**src/rtl/vita_tx_scheduler.sv**
```systemverilog
// Timed-release scheduler between the TX sample FIFO and the DSP strobe domain.
// Optional feature: define VITA_TX_SCHED_EOB_ACK_EN to post an ack event on every EOB pop.
module vita_tx_scheduler #(
  parameter int unsigned BASE    = 0,
  parameter int unsigned MAXCHAN = 1
) (
  input  logic                      clk,
  input  logic                      reset,
  input  logic                      clear,
  input  logic                      set_stb,
  input  logic [7:0]                set_addr,
  input  logic [31:0]               set_data,
  input  logic [63:0]               vita_time,
  input  logic [5+64+16+32*MAXCHAN-1:0] sample_fifo_i,
  input  logic                      sample_fifo_src_rdy_i,
  output logic                      sample_fifo_dst_rdy_o,
  input  logic                      strobe,
  output logic [32*MAXCHAN-1:0]     sample_o,
  output logic                      run,
  output logic                      error,
  output logic                      ack,
  output logic [31:0]               error_code
);

  localparam int unsigned SAMP_W       = 32 * MAXCHAN;
  localparam int unsigned WIDTH        = 5 + 64 + 16 + SAMP_W;
  localparam int unsigned SEQ_LSB      = 64;
  localparam int unsigned EOP_BIT      = 80;
  localparam int unsigned EOB_BIT      = 81;
  localparam int unsigned HAS_TIME_BIT = 83;
  localparam int unsigned SEQ_ERR_BIT  = 84;

  localparam logic [15:0] CODE_UNDERFLOW = 16'h0002;
  localparam logic [15:0] CODE_SEQ_ERR   = 16'h0004;
  localparam logic [15:0] CODE_LATE      = 16'h0008;
  localparam logic [1:0]  POL_NEXT_PKT   = 2'b01;
  localparam logic [1:0]  POL_NEXT_BURST = 2'b10;

  typedef enum logic [1:0] {S_IDLE, S_WAIT_TIME, S_RUN, S_DROP} state_t;

  state_t state, state_next, fail_state;

  logic [1:0]        policy;
  logic              drop_eob;
  logic [3:0]        last_seq;
  logic              pop_run_c, pop_drop_c, err_c, run_d;
  logic [15:0]       code_c;
  logic [3:0]        code_seq_c;
  logic [SAMP_W-1:0] sample_d;

  // FIFO word fields
  logic [63:0]       w_time;
  logic [3:0]        w_seq;
  logic              w_eop, w_eob, w_has_time, w_seq_err;
  logic [SAMP_W-1:0] w_samples;

  assign w_time     = sample_fifo_i[63:0];
  assign w_seq      = sample_fifo_i[SEQ_LSB +: 4];
  assign w_eop      = sample_fifo_i[EOP_BIT];
  assign w_eob      = sample_fifo_i[EOB_BIT];
  assign w_has_time = sample_fifo_i[HAS_TIME_BIT];
  assign w_seq_err  = sample_fifo_i[SEQ_ERR_BIT];
  assign w_samples  = sample_fifo_i[WIDTH-1 -: SAMP_W];

  // sob and the reserved zero field carry no meaning here
  logic unused_bits;
  assign unused_bits = &{1'b0, set_data[31:2], sample_fifo_i[82], sample_fifo_i[79:68]};

  // Recovery destination after an error event
  assign fail_state = (policy == POL_NEXT_PKT || policy == POL_NEXT_BURST) ? S_DROP : S_IDLE;

`ifdef VITA_TX_SCHED_EOB_ACK_EN
  localparam logic [15:0] CODE_ACK = 16'h0001;
  logic ack_c;
`endif

  always_comb begin
    state_next = state;
    pop_run_c  = 1'b0;
    pop_drop_c = 1'b0;
    err_c      = 1'b0;
    code_c     = 16'h0000;
    code_seq_c = last_seq;
`ifdef VITA_TX_SCHED_EOB_ACK_EN
    ack_c      = 1'b0;
`endif
    case (state)
      S_IDLE: begin
        if (sample_fifo_src_rdy_i) begin
          if (w_seq_err) begin
            err_c      = 1'b1;
            code_c     = CODE_SEQ_ERR;
            code_seq_c = w_seq;
            state_next = fail_state;
          end else if (w_has_time) begin
            state_next = S_WAIT_TIME;
          end else begin
            state_next = S_RUN;
          end
        end
      end
      S_WAIT_TIME: begin
        if (!sample_fifo_src_rdy_i) begin
          state_next = S_IDLE;
        end else if (vita_time == w_time) begin
          state_next = S_RUN;
        end else if (vita_time > w_time) begin
          err_c      = 1'b1;
          code_c     = CODE_LATE;
          code_seq_c = w_seq;
          state_next = fail_state;
        end
      end
      S_RUN: begin
        if (strobe) begin
          if (sample_fifo_src_rdy_i) begin
            pop_run_c = 1'b1;
            if (w_eob) begin
              state_next = S_IDLE;
`ifdef VITA_TX_SCHED_EOB_ACK_EN
              ack_c      = 1'b1;
              code_c     = CODE_ACK;
              code_seq_c = w_seq;
`endif
            end
          end else begin
            // underflow has no word at the head; report the last word played
            err_c      = 1'b1;
            code_c     = CODE_UNDERFLOW;
            state_next = fail_state;
          end
        end
      end
      S_DROP: begin
        if (sample_fifo_src_rdy_i) begin
          pop_drop_c = 1'b1;
          if (drop_eob ? w_eob : w_eop) state_next = S_IDLE;
        end
      end
      default: state_next = S_IDLE;
    endcase
  end

  // Last sample stays visible while run is high, zeroed once run falls
  assign run_d    = (state_next == S_RUN) || pop_run_c;
  assign sample_d = pop_run_c ? w_samples : (run_d ? sample_o : '0);

  assign sample_fifo_dst_rdy_o = (pop_run_c || pop_drop_c) && !reset && !clear;

  always_ff @(posedge clk) begin
    if (reset) begin
      state      <= S_IDLE;
      run        <= 1'b0;
      sample_o   <= '0;
      error      <= 1'b0;
      error_code <= 32'h0;
      policy     <= 2'b00;
      drop_eob   <= 1'b0;
      last_seq   <= 4'h0;
    end else begin
      if (set_stb && set_addr == 8'(BASE)) policy <= set_data[1:0];
      if (clear) begin
        state    <= S_IDLE;
        run      <= 1'b0;
        sample_o <= '0;
        error    <= 1'b0;
      end else begin
        state    <= state_next;
        run      <= run_d;
        sample_o <= sample_d;
        error    <= err_c;
        if (sample_fifo_dst_rdy_o) last_seq <= w_seq;
        if (state_next == S_DROP && state != S_DROP) drop_eob <= (policy == POL_NEXT_BURST);
`ifdef VITA_TX_SCHED_EOB_ACK_EN
        if (err_c || ack_c) error_code <= {code_seq_c, 12'h000, code_c};
`else
        if (err_c) error_code <= {code_seq_c, 12'h000, code_c};
`endif
      end
    end
  end

`ifdef VITA_TX_SCHED_EOB_ACK_EN
  always_ff @(posedge clk) begin
    if (reset || clear) ack <= 1'b0;
    else                ack <= ack_c;
  end
`else
  assign ack = 1'b0;
`endif

endmodule

```
**config.mk**
```make
export PLATFORM = sky130hd
export DESIGN_NAME = vita_tx_scheduler
export DESIGN_NICKNAME = d
export VERILOG_FILES = /design/src/rtl/vita_tx_scheduler.sv
export SDC_FILE = /design/constraint.sdc
export NUM_CORES = 1
export LEC_CHECK = 0
export ABC_AREA = 1
export ABC_CLOCK_PERIOD_IN_PS = 2600
export BUFFER_PORTS_ARGS = -buffer_cell sky130_fd_sc_hd__buf_2
export CAP_MARGIN = 20
export CORE_ASPECT_RATIO = 1.1
export CORE_MARGIN = 8
export CORE_UTILIZATION = 43
export DETAILED_ROUTE_END_ITERATION = 12
export GPL_TIMING_DRIVEN = 0
export PLACE_DENSITY = 0.83
export SLEW_MARGIN = 20
export SYNTH_ARGS = -nofsm -noshare
export SYNTH_HDL_FRONTEND = slang
export SYNTH_SLANG_ARGS = --single-unit
```
**constraint.sdc**
```tcl
create_clock -name clk -period 2.6 [get_ports clk]
set_input_delay 0.13 -clock clk [delete_from_list [all_inputs] [get_ports clk]]
set_output_delay 0.13 -clock clk [all_outputs]
set_load 0.01 [all_outputs]
```
# Word level (Yosys, flattened, before mapping)
# Cells that the tools add are included.
# W data, S select, Z words.
[word_totals]
inputBits = 227
regBits = 63
[classes]
n_eq_ne = 10
reduce_logical = 15
bitwise = 1
order_cmp = 1
n_mux = 42
[op_table]
columns = ["cell", "count"]
rows = [
  ["$eq A64 B64 Y1", 1],
  ["$gt A64 B64 Y1", 1],
  ["$mux W32", 2],
  ["$mux W4", 8],
  ["$mux W2", 14],
  ["$mux W1", 12],
  ["$pmux W4 S3", 1],
  ["$eq A2 B2 Y1 const B", 5],
  ["$logic_not A8 Y1", 1],
  ["$pmux W2 S4", 1],
  ["$pmux W4 S2", 1],
  ["$mux W3", 2],
  ["$reduce_and A2 Y1", 3],
  ["$eq A2 B1 Y1 const B", 2],
  ["$logic_and A1 B1 Y1", 4],
  ["$ne A2 B2 Y1 const B", 2],
  ["$logic_or A1 B1 Y1", 3],
  ["$pmux W1 S3", 1],
  ["$logic_not A1 Y1", 2],
  ["$logic_not A2 Y1", 1],
  ["$reduce_or A2 Y1", 1],
  ["$not A1 Y1", 1],
]

# Longest topological paths before layout
[logic_depth]
ltp_word = 11
mapped_depth = 24

# Worst setup path after synthesis
# OpenSTA, ideal clock, no wires.
[synth_path]
path_kind = "input -> register"
from = "input sample_fifo_i[47]"
to = "register error_code[29]"
t_arrival_ps = 1858
setup_time_ps = 117
stages = 13
n_path_buf = 0
setup_slack_ps = 625
path_cell_list = "inv_1 ha_1 nand4_2 nor2_2 nand3_2 nor3_2 nand2_1 nand2_2 nand3_1 a31oi_4 inv_1 nor3_1 nor2_1"
[synth_between]
elab_chain_cells = 6
word_cells_on_any_way = 11
cone_classes = "1 x order compare; 1 x eq/ne; 8 x mux; 1 x reduce/logical"
[synth_lines]
columns = ["item", "line", "text"]
rows = [
  ["start: declaration", "14", "input logic [5+64+16+32*MAXCHAN-1:0] sample_fifo_i,"],
  ["$gt A64 B64 Y1", "107", "end else if (vita_time > w_time) begin"],
  ["$mux W1", "107", ""],
  ["$mux W1", "105", "end else if (vita_time == w_time) begin"],
  ["$mux W1", "103", "if (!sample_fifo_src_rdy_i) begin"],
  ["$pmux W1 S3", "87", "case (state)"],
  ["$reduce_and A2 Y1 (no line)", "n/a", ""],
  ["end signal: assignment", "177", "if (err_c) error_code <= {code_seq_c, 12'h000, code_c};"],
  ["end: declaration", "22", "output logic [31:0] error_code"],
]
# Parallel ways exist; a longest one is shown, timed or not.
# A chain may end at the register's enable or synchronous reset.

# Final worst setup path
[layout_path]
from = "input vita_time[31]"
to = "register error_code[30]"
[layout_between]
elab_chain_cells = 6
word_cells_on_any_way = 11
cone_classes = "1 x order compare; 1 x eq/ne; 8 x mux; 1 x reduce/logical"
[layout_lines]
columns = ["item", "line", "text"]
rows = [
  ["start: declaration", "13", "input logic [63:0] vita_time,"],
  ["$gt A64 B64 Y1", "107", ""],
  ["$mux W1", "107", ""],
  ["$mux W1", "105", ""],
  ["$mux W1", "103", ""],
  ["$pmux W1 S3", "87", ""],
  ["$reduce_and A2 Y1 (no line)", "n/a", ""],
]
# Parallel ways exist; a longest one is shown, timed or not.

==> reports/results.ini <==
[setup_path]
crit_path_cell_trace = buf_2 > ha_1 > nand2_1 > nor2_2 > nand2_1 > nor4_4 > nand2_1 > nand2_1 > nand2_1 > nand2_2 > nand3_1 > a31oi_4 > inv_1 > nor3_1 > nor2_1
endpoint_kind = flop
crit_top_cell = nand2_1
path_class = primary input to flop
worstSetupStartpoint = vita_time[31]
cp.arrival_ns = 2.32
worstPathRequired_ns = 2.80
path_max_fanout = 9
critPathBufInv = 2
cpPeakStageDelay_ns = 0.29
startpoint_type = primary input
crit_family = simple AND/OR/NAND/NOR gates
reg2reg_from = state[1]$_SDFF_PP0_
cp_slowest_cell = ha_1

[detailed_routing]
via_count = 4699
drt-total-wl_um = 12800
vias_per_cell = 4.76
drtIter0Drc = 173
ant_nets = 0
route.detailed.drc = 0
firstDrtPassIters = 5
post_drt_wl_per_cell_um = 13.0

[final_layout]
antennaDiodeCount = 0
multi_input_area_mm2 = 0.00266
drive_gt1_frac = 0.333
layout_common_cells = buf_2, nand2_1, inv_1
fin_nets = 1159
area_growth_pct = 34.6
final_util = 0.588
nFillCells = 940
seqCellArea_mm2 = 0.00100
final_common_cell = buf_2

[clock_tree]
worstSkewPairLatency_ns = 0.30
cts-buffers-inserted = 5
cts-root-buf = clkbuf_8
cts_setup_buffers = 0
cts.sink_count = 50
cts_tree = done
clk_path_buf_depth = 2
htree_levels = 2
hold_buffers = 0
clkTransAtPathRegs_ns = 0.09
cts_resized = 0

[timing]
worst_pin_slew_ns = 0.622
maxSlewViolCount = 0
setup_ws_ns = 0.485
finalHoldViolations = 0
skew_ns = 0.00739
fin_crit_ns = 2.12
setup_tns_ns = 0
slew_headroom = 0.585
max_freq_mhz = 473
finalCritPeriodShare = 0.814
rsz0062_at_grt = false
setup_viol = 0

[yosys]
postSynthAreaPerCell_um2 = 6.99
syn_inst = 612
ys_ff_latch = 50
synth_edf_count = 0
async_flop_share = 0
yosysSeqAreaShare = 0.234
netlist_area_mm2 = 0.00428
ys_warn_count = 0
synth_flop_cell = dfxtp_1
synth_cell_types = 38

[floorplan]
die-height_um = 121
die_w_um = 111
initial_core_util = 0.437
ios = 295
dieArea_mm2 = 0.0134
num_rows = 38
core-area_mm2 = 0.00979

[hold_path]
hold_start = set_data[0]
hold_class = primary input to flop

[power]
leakage_nw = 3.27
max-vdd-ir-drop_mv = 0.435
p_per_area_mw_per_mm2 = 332

[grt]
grt_use_met3 = 0.0604
grt_pass1_wl_um = 20800
met1_usage = 0.193
grt_use_total = 0.182
grt_overflow = 0
top_usage_layer = met2
grt_max_degree = 17
antenna_found_initial = 0
grt_pass1_vias = 4605
met2_usage = 0.338

[place]
gp_congestion = 0.887
port_buffers = 223
place_hpwl_um = 11100
pre_cts_ws_ns = 0.124

[flow_run]
cap_violations = 0

[run_status]
outcome = completed

==> Yosys cell counts, types with 2 or more instances <==
library cell  count  area share
inv_1           109       0.096
o21ai_0          26       0.030
ha_1             65        0.19
dfxtp_1          50        0.23
nand2_2           5      0.0073
o31ai_1           4      0.0070
clkbuf_1          8      0.0070
nor3_1            3      0.0035
nand4_1          36       0.053
nor2_1           34       0.030
buf_2             3      0.0035
nand3_2           3      0.0070
o22ai_1           2      0.0029
o211ai_1          3      0.0053
o21a_1            5      0.0088
nor4_4            2      0.0099
nand2_1         114        0.10
buf_6             3      0.0079
nand3_1          10       0.012
a21o_1            2      0.0035
nor3_2            2      0.0047
buf_4            29       0.051
or2_2             3      0.0044
nor2_2            2      0.0029
a21oi_1          76       0.089
==> final timing paths <==
path / end / slack (ns) / cells after the start
hold / removal: policy[0]$_SDFFE_PP0P_ / 0.05 / 3
setup / recovery: error_code[30]$_SDFFE_PP0P_ / 0.48 / 15
setup reg to reg: error_code[30]$_SDFFE_PP0P_ / 0.57 / 11
hold reg to reg: error_code[1]$_SDFFE_PP0P_ / 0.48 / 2
==> logic make-up (layout without fill, tap and decap cells) <==
| logic type | Yosys count | count (layout) | share of synthesized area |
|---|---|---|---|
| flip-flops | 50 | 50 | 0.234 |
| other | 1 | 26 | 0.000876 |
| AO/OA/AOI/OAI | 122 | 122 | 0.158 |
| AND/OR/NAND/NOR | 220 | 220 | 0.250 |
| adder cells (fa/ha/maj) | 65 | 65 | 0.190 |
| buffers and inverters | 154 | 385 | 0.167 |
==> power by group <==
group	internal [mW]	switching, mW
logic	0.261	0.282
clock network	0.317	0.271
registers	0.774	0.00457
total	1.35	0.558
==> metal layers <==
metal,share of wire,vias up
met1,0.39,2040
met2,0.51,168
li1,-,2475
met3,0.084,16
met5,0,-
met4,0.016,0
==> worst register-to-register path, delay by kind of cell (launching register included) <==
kind | cells | cell delay [ns]
AO/OA/AOI/OAI | 1 | 0.28
buffers and inverters | 5 | 0.56
flip-flops | 1 | 0.42
AND/OR/NAND/NOR | 5 | 0.67
==> sequential cells by signal (all words and copies together), names as in the netlist <==
register,count
run,1
state,2
policy,2
error,1
drop_eob,1
error_code,7
last_seq,4
sample_o,32
==> through the flow <==
step	power, mW	instances	hold WS [ns]	instance area (µm²)
CTS	1.92	988	0.0523	5760
floorplan	1.13	637	0.243	4370
global route	2.04	988	0.0412	5760
finish	1.91	988	0.0550	5760
global placement	1.33	980	0.359	5640
detailed placement	1.34	980	0.366	5640
==> area by class of cell <==
class | count | area share
flip-flops and latches | 50 | 0.174
inverters | 111 | 0.0723
plain buffers | 43 | 0.0515
clock buffers | 6 | 0.0143
repair buffers | 223 | 0.194
well taps | 120 | 0.0261
multi-input cells | 433 | 0.462
clock inverters | 2 | 0.00673
Power figures use the tool's default switching activity.
